===== src/rtl/fetch_ctrl.sv =====
// Fetch-stage PC controller: steers the PC between sequential, branch, handler
// entry and exception return, and keeps the saved return address / exception level.
module fetch_ctrl #(
  parameter logic [31:0] HANDLER_ADDR = 32'h0000_4180,
  parameter logic [31:0] RESET_ADDR   = 32'h0000_3000
) (
  input  logic        clk,
  input  logic        rst,
  input  logic        stall,
  input  logic        br_taken,
  input  logic [31:0] br_target,
  input  logic        exc_req,
  input  logic [31:0] exc_pc,
  input  logic        exc_bd,
  input  logic [5:0]  hw_int,
  input  logic [5:0]  int_mask,
  input  logic        eret,
  output logic        pcen,
  output logic        br,
  output logic [31:0] npc,
  output logic        j2intpro,
  output logic        flush,
  output logic [31:0] epc,
  output logic        exl,
  output logic [1:0]  state
);

  typedef enum logic [1:0] {
    RUN     = 2'd0,
    ENTER   = 2'd1,
    HANDLER = 2'd2,
    RETURN  = 2'd3
  } state_t;

  state_t      state_reg, state_next;
  logic [31:0] epc_reg, epc_next;
  logic        exl_reg, exl_next;
  logic [5:0]  line_pend;
  logic        int_pend;

  genvar gi;
  generate
    for (gi = 0; gi < 6; gi++) begin : g_line
      assign line_pend[gi] = hw_int[gi] & int_mask[gi];
    end
  endgenerate

  // Interrupts are blocked while already inside the handler.
  assign int_pend = (|line_pend) & ~exl_reg;

  always_ff @(posedge clk or negedge rst) begin
    if (!rst) begin
      state_reg <= RUN;
      epc_reg   <= RESET_ADDR;
      exl_reg   <= 1'b0;
    end else begin
      state_reg <= state_next;
      epc_reg   <= epc_next;
      exl_reg   <= exl_next;
    end
  end

  always_comb begin
    state_next = state_reg;
    epc_next   = epc_reg;
    exl_next   = exl_reg;
    pcen       = 1'b0;
    br         = 1'b0;
    npc        = br_target;
    j2intpro   = 1'b0;
    flush      = 1'b0;

    if (rst) begin
      unique case (state_reg)
        RUN: begin
          if (exc_req || int_pend) begin
            flush      = 1'b1;
            state_next = ENTER;
            epc_next   = exc_bd ? (exc_pc - 32'd4) : exc_pc;
            exl_next   = 1'b1;
          end else begin
            pcen = ~stall;
            br   = br_taken;
          end
        end
        ENTER: begin
          j2intpro   = 1'b1;
          pcen       = 1'b1;
          flush      = 1'b1;
          state_next = HANDLER;
        end
        HANDLER: begin
          pcen = ~stall;
          br   = br_taken;
          if (eret && !stall) begin
            state_next = RETURN;
          end
        end
        RETURN: begin
          br         = 1'b1;
          npc        = epc_reg;
          pcen       = 1'b1;
          flush      = 1'b1;
          exl_next   = 1'b0;
          state_next = RUN;
        end
        default: state_next = RUN;
      endcase
    end
  end

  assign epc   = epc_reg;
  assign exl   = exl_reg;
  assign state = state_reg;

endmodule

===== config.mk =====
export PLATFORM = sky130hd
export DESIGN_NAME = fetch_ctrl
export DESIGN_NICKNAME = d
export VERILOG_FILES = /design/src/rtl/fetch_ctrl.sv
export SDC_FILE = /design/constraint.sdc
export NUM_CORES = 1
export LEC_CHECK = 0
export ABC_AREA = 1
export BUFFER_PORTS_ARGS = -buffer_cell sky130_fd_sc_hd__buf_2
export CAP_MARGIN = 20
export CELL_PAD_IN_SITES_DETAIL_PLACEMENT = 1
export CELL_PAD_IN_SITES_GLOBAL_PLACEMENT = 1
export CORE_MARGIN = 2
export CORE_UTILIZATION = 33
export CTS_BUF_LIST = sky130_fd_sc_hd__clkbuf_16
export DETAILED_ROUTE_END_ITERATION = 16
export PLACE_DENSITY = 0.84
export SLEW_MARGIN = 30
export SYNTH_ARGS = -nofsm -noshare
export SYNTH_HDL_FRONTEND = slang
export SYNTH_SLANG_ARGS = --single-unit

===== constraint.sdc =====
create_clock -name clk -period 2 [get_ports clk]
set_input_delay 0 -clock clk [delete_from_list [all_inputs] [get_ports clk]]
set_output_delay 0 -clock clk [all_outputs]
set_load 0.005 [all_outputs]

; ---- Word level (Yosys, flattened, before mapping)
; Cells that the tools add are included.
[word_totals]
in_bits = 83
output_inout_bits = 71
ff_bits = 35
[classes]
n_bitwise = 9
reduce_logical = 10
n_addsub = 1
n_mux = 19
n_eq_ne = 5
[ops]
columns = op, count
row1 = $mux 32, 3
row2 = $sub 32x3->32 const B, 1
row3 = $mux 1, 9
row4 = $reduce_and 3->1, 3
row5 = $pmux 2 s4, 1
row6 = $and 1x1->1, 7
row7 = $pmux 1 s3, 2
row8 = $reduce_or 6->1, 1
row9 = $eq 2x2->1 const B, 2
row10 = $mux 2, 2
row11 = $ne 2x2->1 const B, 2
row12 = $pmux 1 s2, 2
row13 = $eq 2x1->1 const B, 1
row14 = $logic_not 2->1, 1
row15 = $not 1->1, 2
row16 = $reduce_bool 2->1, 1
row17 = $reduce_or 2->1, 1
row18 = $logic_and 1x1->1, 1
row19 = $logic_not 1->1, 1
row20 = $logic_or 1x1->1, 1

; ---- Logic depth before layout (Yosys ltp)
[depth]
depth_word = 7
ltp_mapped = 11

; ---- Worst setup path before layout
; Ideal clock, no wire load.
[synth_timing]
path_type = flip-flop to flip-flop
startpoint = register state_reg[0], in the netlist state[0]
endpoint = register epc_reg[24], in the netlist epc[24]
slack_ps = 627
path_buffers = 2
stages_incl_launch_ff = 8
setup_time_ps = 118
t_arrival_ps = 1255
synth_period_minus_slack_ps = 1373
required_ps = 1882
cell_sequence = dfrtp_1 > inv_1 > ha_1 > nand3_2 > buf_6 > buf_4 > nand2_1 > nand2_1
[synth_via]
elab_chain_len = 2
[synth_lines]
columns = element, line_no
row1 = "start, declared", 35  ; state_t state_reg, state_next;
row2 = "start signal, assigned", 57  ; state_reg <= state_next;
row3 = $logic_not 2->1, 74  ; unique case (state_reg)
row4 = $reduce_and 3->1 (no source line), -
row5 = "end signal, assigned", 58  ; epc_reg <= epc_next;
row6 = "end, declared", 36  ; logic [31:0] epc_reg, epc_next;
; Every way passes these cells.
; A chain may end at the register's enable or synchronous reset.

; ---- Worst setup path in the final report
[layout_timing]
startpoint = register state_reg[0], in the netlist state[0]
endpoint = output port npc[24]
[layout_via]
elab_chain_len = 3
[layout_lines]
columns = element, line_no
row1 = $eq 2x2->1, 74
row2 = $mux 32, 74
row3 = $mux 32, 73  ; if (rst) begin
row4 = "end, declared", 20  ; output logic [31:0] npc,
; Every way passes these cells.

==> flow_summary.json <==
{
  "grt_max_degree": 26,
  "peakVddDrop_v": 0.0003845,
  "drive_gt1_share_pct": 37.14,
  "max_freq_mhz": 523.6,
  "grt_overflow_total": 0,
  "status": "complete, no violations",
  "h-tree-depth": 2,
  "drv_cap": 0,
  "finalCritPeriodShare_pct": 95.49,
  "startpoint_type": "register",
  "crit_type": "reg -> out",
  "cts_inserted_buffers": 5,
  "synthTopCellsByArea": "dfrtp_1 (29%), nand2_1 (16%), mux2_1 (6.0%)",
  "worst_pin_slew_ns": 0.4000,
  "ys_seq_area_share_pct": 31.21,
  "hold_path.class": "in -> reg",
  "grt_pass1_vias": 3180,
  "cp.required_ns": 2.00,
  "slew_violations": 0,
  "path_clk_slew_ns": 0.05,
  "drtIter0Drc": 149,
  "comb_power_share_pct": 47.4,
  "grtUsageTotal_pct": 22.07,
  "syn_nets": 481,
  "synth_top_area_share_pct": 29.35,
  "synth_warnings": 0,
  "diodes": 0,
  "cts.path.max_buffers": 2,
  "min_from": "exc_pc[13]",
  "dr_total_vias": 3156,
  "pin_count": 154,
  "initial_core_util_pct": 34.08,
  "die_w_um": 96.34,
  "regArea_sq_um": 878.3,
  "fin_nets": 640,
  "yosys_register_bits": 35,
  "relSlewSlack_pct": 73.19,
  "area_growth_pct": 37.88,
  "clock_latency_ns": 0.28,
  "cts_tree": "done",
  "die_y_um": 96.34,
  "root_buffer": "clkbuf_16",
  "firstDrtPassIters": 4,
  "final_cells": 657,
  "num_rows": 33,
  "grt_antenna_before_repair": 0,
  "syn_avg_cell_area_sq_um": 7.178,
  "post-dp-hpwl_mm": 8.520,
  "dp.cells": 646,
  "routed_wl_mm": 10.22,
  "p_switching_mw": 1.621,
  "intPower_mw": 2.351,
  "clkSinkCount": 35,
  "p_per_area_nw_per_um2": 1024,
  "gp_congestion": 0.8852,
  "port_buffers": 153,
  "setup_tns_ns": 0,
  "synthCells": 392,
  "regToRegStartpoint": "state[0]",
  "cp-startpoint": "state[0]",
  "hold_viol_final": 0,
  "p_leak_nw": 2.117,
  "power.share.clock_pct": 18.8,
  "switching_share_pct": 40.81,
  "clock_skew_ns": 0.001341,
  "fillers": 1139,
  "ant_nets": 0,
  "wl_per_cell_um": 15.55,
  "yosysTopAreaCell": "dfrtp_1",
  "finalSetupViolCount": 0,
  "grt_pass1_wl_mm": 15.73,
  "cts_resized": 0,
  "finalCriticalPeriod_ns": 1.910,
  "die-area_sq_um": 9281,
  "worstPathArrival_ns": 1.91,
  "core_area_sq_um": 8258,
  "ys_types": 33,
  "rsz0062_at_grt": "false",
  "multi_input_area_sq_um": 1699,
  "synth_area_sq_um": 2814,
  "seqPwrFrac_pct": 33.9,
  "worst_setup_path_end_kind": "primary output",
  "largest_reg_flops": 32,
  "vias_per_cell": 4.804,
  "cp_max_fo": 18,
  "route.detailed.drc": 0
}
power by group through the flow:
stage	registers [mW]	logic (mW)	clock network (mW)
after floorplan	1.31	0.974	0
after global placement	1.33	1.78	0
after detailed placement	1.35	1.87	0
after CTS	1.35	1.91	0.756
after global routing	1.39	2.09	0.790
final	1.35	1.88	0.745
layout make-up:
cell class	count	area share (%)
multi-input cells	301	43.79
inverters	45	4.353
well taps	105	3.386
clock inverters	3	0.4192
repair buffers	163	22.19
flip-flops and latches	35	22.64
clock buffers	5	3.225
critical path: stages (launching register included):
cell and delay (ns):
dfrtp_1 0.43, ha_1 0.30, nand2_1 0.12, buf_4 0.28, mux2_2 0.37, buf_2 0.13
cell usage after synthesis (all sizes together):
cell	number
or2	3
buf	10
o21ai	39
nand2	121
xor2	6
a21oi	3
and2	2
nand3	24
ha	6
dfstp	2
mux2	23
dfrtp	33
clkbuf	1
o21bai	3
nor2	47
nand4	12
inv	45
xnor2	7
nor3	4
o31ai	1
final timing paths:
kind                            endpoint  slack [ns]  depth (start not counted)
worst max-delay path             npc[24]        0.09                          5
worst min-delay path             epc[13]        0.05                          3
worst max register to register   epc[18]        0.27                          6
worst min register to register   epc[12]        0.50                          2
max in group asynchronous        epc[13]        1.38                          3
min in group asynchronous       state[0]        0.11                          2
metal layers:
metal	routed length [um]	vias up	global-route usage, %
met2	5489	77	41.44
li1	-	1573	-
met5	0	-	0
met3	408	8	2.819
met1	4216	1498	26.70
met4	102	0	4.812
cell families after synthesis:
logic type | Yosys count | synth area share, %
muxes | 23 | 9.204
buffers and inverters | 56 | 8.403
and+or+nand+nor | 213 | 35.26
xor gates and xnor gates | 13 | 4.046
adders and majority gates | 6 | 2.668
AOI/OAI and AO/OA | 46 | 9.204
DFF | 35 | 31.21
what timing repair did:
action / in CTS / in global routing
hold buffers: 3 / 0
setup buffers: 0 / 0
hold endpoints to repair: 35 / 0
per-stage QoR:
step / setup slack, ns / power, mW / utilization, % / hold WS [ns] / instance area (sq um)
floorplan: 0.6269 / 2.281 / - / -0.2956 / 2814
global placement: 0.4251 / 3.113 / 44.91 / -0.1667 / 3709
detailed placement: 0.3374 / 3.218 / 44.91 / -0.1643 / 3709
CTS: 0.07370 / 4.011 / 46.98 / 0.05857 / 3880
global route: 0.02349 / 4.279 / 46.98 / 0.06976 / 3880
finish: 0.09029 / 3.973 / 46.98 / 0.05489 / 3880
cells in the final DEF (no fill, tap or decap), drive strengths merged, types with 2 or more instances in the layout:
cell         instances
xnor2                7
mux2                23
xor2                 6
ha                   6
o21bai               3
nor3                 4
inv                 46
dlygate4sd3          3
dfrtp               33
a21oi                3
nand3               24
and2                 2
buf                160
nor2                47
clkbuf               5
nand2              121
dfstp                2
or2                  3
nand4               12
o21ai               39
No activity file was read; power rests on OpenSTA's default activity.
